[config.mk]
export PLATFORM = sky130hd
export DESIGN_NAME = sparse_seg_mac_flat
export DESIGN_NICKNAME = d
export VERILOG_FILES = /design/src/rtl/sparse_mac_pkg.sv /design/src/rtl/sparse_seg_mac_if.sv /design/src/rtl/seg_scan_level.sv /design/src/rtl/sparse_seg_mac.sv /design/src/flat_wrapper.sv
export SDC_FILE = /design/constraint.sdc
export NUM_CORES = 2
export LEC_CHECK = 0
export BUFFER_PORTS_ARGS = -buffer_cell sky130_fd_sc_hd__buf_4
export CAP_MARGIN = 40
export CORE_MARGIN = 2
export CORE_UTILIZATION = 65
export CTS_BUF_LIST = sky130_fd_sc_hd__clkbuf_2 sky130_fd_sc_hd__clkbuf_4 sky130_fd_sc_hd__clkbuf_8
export DETAILED_ROUTE_END_ITERATION = 8
export GPL_TIMING_DRIVEN = 0
export MAX_ROUTING_LAYER = met4
export PLACE_DENSITY = 0.91
export SLEW_MARGIN = 20
export SYNTH_ARGS = -nofsm -noshare
export SYNTH_HDL_FRONTEND = slang
export SYNTH_HIERARCHICAL = 1
export SYNTH_SLANG_ARGS = --single-unit
[constraint.sdc]
create_clock -name clk -period 5.6 [get_ports clk]
set_clock_uncertainty 0.2 [all_clocks]
set_input_delay 0.28 -clock clk [delete_from_list [all_inputs] [get_ports clk]]
set_output_delay 0.28 -clock clk [all_outputs]
set_load 0.02 [all_outputs]
[src/rtl/sparse_mac_pkg.sv]
// Shared defaults and helpers for the sparse segmented MAC engine.
package sparse_mac_pkg;

  localparam int unsigned LANES_D = 4;
  localparam int unsigned DW_D    = 8;
  localparam int unsigned ACCW_D  = 28;

  function automatic int unsigned clog2(input int unsigned n);
    int unsigned r;
    r = 0;
    for (int unsigned i = 0; i < 32; i++) begin
      if ((32'd1 << i) < n) r = i + 1;
    end
    return r;
  endfunction

  // Sign-extend the low w bits of v to the full 64 bits.
  function automatic logic [63:0] sext(input logic [63:0] v, input int unsigned w);
    logic [63:0] r;
    r = v;
    for (int unsigned i = 0; i < 64; i++) begin
      if (i >= w) r[6'(i)] = v[6'(w - 1)];
    end
    return r;
  endfunction

endpackage

[src/rtl/sparse_seg_mac_if.sv]
// Operand-in / result-out handshake bundle for sparse_seg_mac.
interface sparse_seg_mac_if
  import sparse_mac_pkg::*;
#(
  parameter int unsigned LANES = LANES_D,
  parameter int unsigned DW    = DW_D,
  parameter int unsigned ACCW  = ACCW_D
);

  logic                   in_valid;
  logic                   in_ready;
  logic [LANES*DW-1:0]    mat_in;
  logic [LANES*DW-1:0]    vec_in;
  logic [LANES-1:0]       in_keep;
  logic [LANES-1:0]       seg_end;
  logic                   in_clr;
  logic                   out_valid;
  logic                   out_ready;
  logic [LANES-1:0]       out_mask;
  logic [LANES*ACCW-1:0]  out_sum;

  modport master (
    output in_valid, mat_in, vec_in, in_keep, seg_end, in_clr, out_ready,
    input  in_ready, out_valid, out_mask, out_sum
  );

  modport slave (
    input  in_valid, mat_in, vec_in, in_keep, seg_end, in_clr, out_ready,
    output in_ready, out_valid, out_mask, out_sum
  );

endinterface

[src/rtl/seg_scan_level.sv]
// One registered Hillis-Steele segmented-scan level at distance D.
module seg_scan_level
  import sparse_mac_pkg::*;
#(
  parameter int unsigned LANES = LANES_D,
  parameter int unsigned ACCW  = ACCW_D,
  parameter int unsigned D     = 1,
  parameter int unsigned SBW   = 1
) (
  input  logic                        clk,
  input  logic                        rst,
  input  logic                        en,
  input  logic                        valid_in,
  input  logic [LANES-1:0][ACCW-1:0]  val_in,
  input  logic [LANES-1:0]            flag_in,
  input  logic [SBW-1:0]              side_in,
  output logic                        valid_out,
  output logic [LANES-1:0][ACCW-1:0]  val_out,
  output logic [LANES-1:0]            flag_out,
  output logic [SBW-1:0]              side_out
);

  logic [LANES-1:0][ACCW-1:0] val_c;
  logic [LANES-1:0]           flag_c;

  // A set flag means a segment start lies inside the span this lane already covers.
  for (genvar g = 0; g < LANES; g++) begin : g_lane
    if (g >= D) begin : g_add
      assign val_c[g]  = flag_in[g] ? val_in[g] : val_in[g] + val_in[g-D];
      assign flag_c[g] = flag_in[g] | flag_in[g-D];
    end else begin : g_pass
      assign val_c[g]  = val_in[g];
      assign flag_c[g] = flag_in[g];
    end
  end

  always_ff @(posedge clk) begin
    if (!rst) begin
      valid_out <= 1'b0;
      val_out   <= '0;
      flag_out  <= '0;
      side_out  <= '0;
    end else if (en) begin
      valid_out <= valid_in;
      val_out   <= val_c;
      flag_out  <= flag_c;
      side_out  <= side_in;
    end
  end

endmodule

[src/rtl/sparse_seg_mac.sv]
// Pipelined sparse MAC: lane products, segmented scan, carried row accumulator.
module sparse_seg_mac
  import sparse_mac_pkg::*;
#(
  parameter int unsigned LANES = LANES_D,
  parameter int unsigned DW    = DW_D,
  parameter int unsigned ACCW  = ACCW_D
) (
  input logic              clk,
  input logic              rst,
  sparse_seg_mac_if.slave  bus
);

  localparam int unsigned LVLS = clog2(LANES);
  localparam int unsigned SBW  = LANES + 1;

  typedef logic [LANES-1:0][ACCW-1:0] lane_vec_t;

  logic             stall;
  lane_vec_t        prod_c;
  logic [LANES-1:0] start_c;

  assign stall        = bus.out_valid && !bus.out_ready;
  assign bus.in_ready = !stall;

  // Lane 0 is left unflagged: it never adds a neighbour, and this way the final
  // flags read as "a segment ended somewhere below this lane".
  for (genvar g = 0; g < LANES; g++) begin : g_prod
    logic signed [2*DW-1:0] pr;
    assign pr        = $signed(bus.mat_in[g*DW +: DW]) * $signed(bus.vec_in[g*DW +: DW]);
    assign prod_c[g] = bus.in_keep[g] ? ACCW'(sext(64'(pr), 2*DW)) : '0;
    if (g == 0) begin : g_s0
      assign start_c[g] = 1'b0;
    end else begin : g_sn
      assign start_c[g] = bus.seg_end[g-1];
    end
  end

  logic             p_valid;
  lane_vec_t        p_val;
  logic [LANES-1:0] p_flag;
  logic [SBW-1:0]   p_side;

  // Product stage; sideband carries {in_clr, seg_end} down the pipe.
  always_ff @(posedge clk) begin
    if (!rst) begin
      p_valid <= 1'b0;
      p_val   <= '0;
      p_flag  <= '0;
      p_side  <= '0;
    end else if (!stall) begin
      p_valid <= bus.in_valid;
      p_val   <= prod_c;
      p_flag  <= start_c;
      p_side  <= {bus.in_clr, bus.seg_end};
    end
  end

  logic             lv_valid [LVLS+1];
  lane_vec_t        lv_val   [LVLS+1];
  logic [LANES-1:0] lv_flag  [LVLS+1];
  logic [SBW-1:0]   lv_side  [LVLS+1];

  assign lv_valid[0] = p_valid;
  assign lv_val[0]   = p_val;
  assign lv_flag[0]  = p_flag;
  assign lv_side[0]  = p_side;

  for (genvar k = 0; k < LVLS; k++) begin : g_lvl
    seg_scan_level #(
      .LANES (LANES),
      .ACCW  (ACCW),
      .D     (32'd1 << k),
      .SBW   (SBW)
    ) u_lvl (
      .clk       (clk),
      .rst       (rst),
      .en        (!stall),
      .valid_in  (lv_valid[k]),
      .val_in    (lv_val[k]),
      .flag_in   (lv_flag[k]),
      .side_in   (lv_side[k]),
      .valid_out (lv_valid[k+1]),
      .val_out   (lv_val[k+1]),
      .flag_out  (lv_flag[k+1]),
      .side_out  (lv_side[k+1])
    );
  end

  lane_vec_t        s;
  lane_vec_t        sum_c;
  logic [LANES-1:0] se;
  logic             clr;
  logic [ACCW-1:0]  acc;
  logic [ACCW-1:0]  a;
  logic [ACCW-1:0]  acc_next;

  assign s   = lv_val[LVLS];
  assign se  = lv_side[LVLS][LANES-1:0];
  assign clr = lv_side[LVLS][LANES];
  assign a   = clr ? '0 : acc;

  // Carry joins only lanes of the first segment (no seg_end below them).
  for (genvar g = 0; g < LANES; g++) begin : g_sum
    assign sum_c[g] = se[g] ? s[g] + (lv_flag[LVLS][g] ? '0 : a) : '0;
  end

  assign acc_next = se[LANES-1] ? '0 : s[LANES-1] + ((se == '0) ? a : '0);

  // Final stage: output register and accumulator, both frozen on stall.
  always_ff @(posedge clk) begin
    if (!rst) begin
      bus.out_valid <= 1'b0;
      bus.out_mask  <= '0;
      bus.out_sum   <= '0;
      acc           <= '0;
    end else if (!stall) begin
      bus.out_valid <= lv_valid[LVLS];
      if (lv_valid[LVLS]) begin
        bus.out_mask <= se;
        bus.out_sum  <= sum_c;
        acc          <= acc_next;
      end
    end
  end

endmodule

[src/flat_wrapper.sv]
// flat-port wrapper written by rule: the top's interface ports become plain ports
module sparse_seg_mac_flat import sparse_mac_pkg::*;
#(
  parameter int unsigned LANES = LANES_D,
  parameter int unsigned DW    = DW_D,
  parameter int unsigned ACCW  = ACCW_D
)
  (clk, rst, bus_in_valid, bus_mat_in, bus_vec_in, bus_in_keep, bus_seg_end, bus_in_clr, bus_out_ready, bus_in_ready, bus_out_valid, bus_out_mask, bus_out_sum);
  sparse_seg_mac_if #(.LANES(LANES), .DW(DW), .ACCW(ACCW)) bus_i ();
  input logic clk;
  input logic rst;
  input wire logic [$bits(bus_i.in_valid)-1:0] bus_in_valid;
  input wire logic [$bits(bus_i.mat_in)-1:0] bus_mat_in;
  input wire logic [$bits(bus_i.vec_in)-1:0] bus_vec_in;
  input wire logic [$bits(bus_i.in_keep)-1:0] bus_in_keep;
  input wire logic [$bits(bus_i.seg_end)-1:0] bus_seg_end;
  input wire logic [$bits(bus_i.in_clr)-1:0] bus_in_clr;
  input wire logic [$bits(bus_i.out_ready)-1:0] bus_out_ready;
  output wire logic [$bits(bus_i.in_ready)-1:0] bus_in_ready;
  output wire logic [$bits(bus_i.out_valid)-1:0] bus_out_valid;
  output wire logic [$bits(bus_i.out_mask)-1:0] bus_out_mask;
  output wire logic [$bits(bus_i.out_sum)-1:0] bus_out_sum;
  assign bus_i.in_valid = bus_in_valid;
  assign bus_i.mat_in = bus_mat_in;
  assign bus_i.vec_in = bus_vec_in;
  assign bus_i.in_keep = bus_in_keep;
  assign bus_i.seg_end = bus_seg_end;
  assign bus_i.in_clr = bus_in_clr;
  assign bus_i.out_ready = bus_out_ready;
  assign bus_in_ready = bus_i.in_ready;
  assign bus_out_valid = bus_i.out_valid;
  assign bus_out_mask = bus_i.out_mask;
  assign bus_out_sum = bus_i.out_sum;
  sparse_seg_mac #(.LANES(LANES), .DW(DW), .ACCW(ACCW)) u_core (.clk(clk), .rst(rst), .bus(bus_i));
endmodule
==> results_dict.tcl <==
set metrics [dict create \
    slowest_delay_ns 0.65 \
    startpoint_type "input port" \
    hp-class "in -> reg" \
    setup-tns-final_ns 0 \
    path_clk_slew_ns 0.06 \
    cap_violations 0 \
    clock-sinks 459 \
    die_w_um 256 \
    post_drt_wl_per_cell_um 22.5 \
    worstSetupPathType "in -> reg" \
    slew_violations 0 \
    cp_data_arrival_time_ns 5.64 \
    post_dp_cell_area_um2 43900 \
    hpwl_um 110000 \
    cts_tree "built" \
    total_power_mw 15.0 \
    ys.flop_type "dfxtp_1" \
    ys_seq_area_frac 0.223 \
    synth_top_area_cell "dfxtp_1" \
    finish.instance_area_um2 45800 \
    drive_gt1_frac 0.0812 \
    grt_antenna_before_repair 2 \
    tightestPinTransition_ns 0.902 \
    rsz0062_at_grt "false" \
    cts_made_buffers 79 \
    insertion_delay_ns 0.68 \
    synth_cell_type_count 104 \
    ys_top_cells_by_area "dfxtp_1 22%, ha_1 12%, fa_1 11%, and2_1 4.8%, xnor2_1 4.1%" \
    critPathCaptureType "flip-flop" \
    via_per_inst 6.22 \
    crit_path_max_fanout 8 \
    cts_buffer_depth 3 \
    start_util 0.655 \
    required_ns 5.93 \
    async_reset_ff_frac 0 \
    cts_setup_buffers 0 \
    overflow 0 \
    grt_usage 0.420 \
    die_area_um2 65400 \
    drt_first_pass_iters 9 \
    synth_edf_count 0 \
    num_vias 37844 \
    grt_pass1_vias 37148 \
    drt_iter0_drc 3633 \
    die_y_um 256 \
    power_density_nw_per_um2 328 \
    ys_ff_latch 459 \
    core_um2 62900 \
    relSlewSlack 0.399 \
    synth_top_area_share 0.223 \
    p_leak_nw 22.1 \
    synth_cells 4873 \
    peakVddDrop_uv 255 \
    ant_nets 0 \
    syn_to_final_growth_pct 11.1 \
    hold_viol 0 \
    syn-mean-instance-area_um2 8.45 \
    io_buffers 193 \
    synth_warnings 6 \
    final_cell_mix "456 x dfxtp_1, 402 x inv_1, 386 x ha_1" \
    cts_max_level 3 \
    crit_chain "dlygate4sd3_1 > buf_4 > and2_1 > fa_1 > inv_1 > fa_1 > inv_1 > fa_1 > inv_1 > fa_1 > inv_1 > ha_1 > inv_1 > o21bai_1 > a21oi_1 > nor2b_1 > o21a_1 > or3_1 > a2111oi_0 > or3_1 > nand3_1" \
    min_period_ns 5.31 \
    fin_nets 5871 \
    num_rows 92 \
    status "finished clean" \
    place_congestion 1.03 \
    fmax_mhz 188 \
    period_share 0.949 \
    path_common_cell "inv_1" \
    grt_pass1_wl_um 209000 \
    grt_start_max_net_pins 37 \
    final_common_cell "dfxtp_1" \
    ios 195 \
    drc 0 \
    setup_viol 0 \
    routed_wl_um 137000 \
    syn_area_um2 41200 \
    clock-root-buffer "clkbuf_8" \
    cp_slowest_cell "a2111oi_0" \
]
[power by group]
part           internal, mW  switching (mW)  total, mW
clock network          1.85            1.44       3.29
registers              3.69           0.785       4.47
logic                  3.11            4.15       7.26
total                  8.65            6.37       15.0
[metrics by stage]
step,hold slack [ns],setup WS (ns),utilization,instances
6_report,0.0634,0.287,0.728,6082
5_1_grt,0.130,0.0360,0.728,6082
4_1_cts,0.0422,0.148,0.728,6079
3_5_place_dp,0.245,0.193,0.698,5923
3_3_place_gp,0.236,0.224,0.695,5913
2_1_floorplan,0.227,0.909,-,4874
[layout make-up]
type                    count  area, um2
clock buffers             124       1560
clock inverters            13        133
fillers                  4774      17100
multi-input cells        3812      29700
inverters                 406       1520
flip-flops and latches    459       9190
repair buffers            223       1800
diodes                      2       5.00
plain buffers             197        744
well taps                 846       1060
[per-layer routing]
layer,vias to the layer above,part of all wire,track usage,routed length [um]
met4,0,0.077,0.276,10600
met3,480,0.079,0.0618,10700
met1,17913,0.38,0.481,51800
li1,17595,-,-,-
met5,-,0,-,0
met2,1856,0.47,0.689,63500
[registers in the layout, summed over array words and instances (netlist names)]
register                      count
u_core/bus.out_mask               4
u_core/g_lvl.u_lvl/side_out      10
u_core/acc                       28
u_core/bus.out_valid              1
u_core/g_lvl.u_lvl/flag_out       8
u_core/bus.out_sum              112
u_core/p_valid                    1
u_core/g_lvl.u_lvl/valid_out      2
u_core/p_side                     5
u_core/lv_val                    64
u_core/g_lvl.u_lvl/val_out      224
[synth_stat cells, drive strengths merged, types with 40 or more instances]
library cell / count
nor2: 234
xnor2: 193
and2: 316
nand3: 112
and3: 40
dfxtp: 459
a21o: 137
nand2: 369
mux2i: 132
fa: 230
nor2b: 222
o211ai: 66
a22oi: 83
o21ai: 248
a31oi: 45
nor3: 46
nand2b: 42
a21oi: 311
clkbuf: 171
xor2: 92
ha: 386
a21boi: 61
inv: 404
[timing repair]
action / CTS / global route
endpoints found under the hold margin: 40 / 0
gates resized for setup: 0 / 3
endpoints found under the setup margin: 0 / 5
hold buffers: 19 / 0
[worst paths after layout]
check	cells past startpoint	slack, ns	startpoint	to
setup / recovery	21	0.29	bus_vec_in[0]	u_core/lv_val[250]
hold / removal	5	0.06	bus_mat_in[8]	u_core/lv_val[253]
setup reg to reg	12	0.35	u_core/bus.out_valid	u_core/g_lvl[0].u_lvl/val_out[28]
hold reg to reg	2	0.25	u_core/bus.out_sum[106]	u_core/bus.out_sum[106]
[cells by family (layout without fill, tap and decap cells)]
family	count (synthesis)	after routing	synth area share
AND/OR/NAND/NOR	1505	1505	0.190
AO/OA/AOI/OAI	1267	1267	0.209
adder cells (fa/ha/maj)	616	616	0.229
buffers and inverters	603	963	0.0550
flip-flops	459	459	0.223
XOR/XNOR	285	285	0.0606
multiplexers	137	137	0.0334
other	1	4	0.0000910
[critical path: cells and delay by family]
family                   cells  cell delay (ns)
AND/OR/NAND/NOR              5             0.95
adder cells (fa/ha/maj)      5             2.27
buffers and inverters        7             1.00
AO/OA/AOI/OAI                4             1.12
Power figures use the tool's default switching activity.
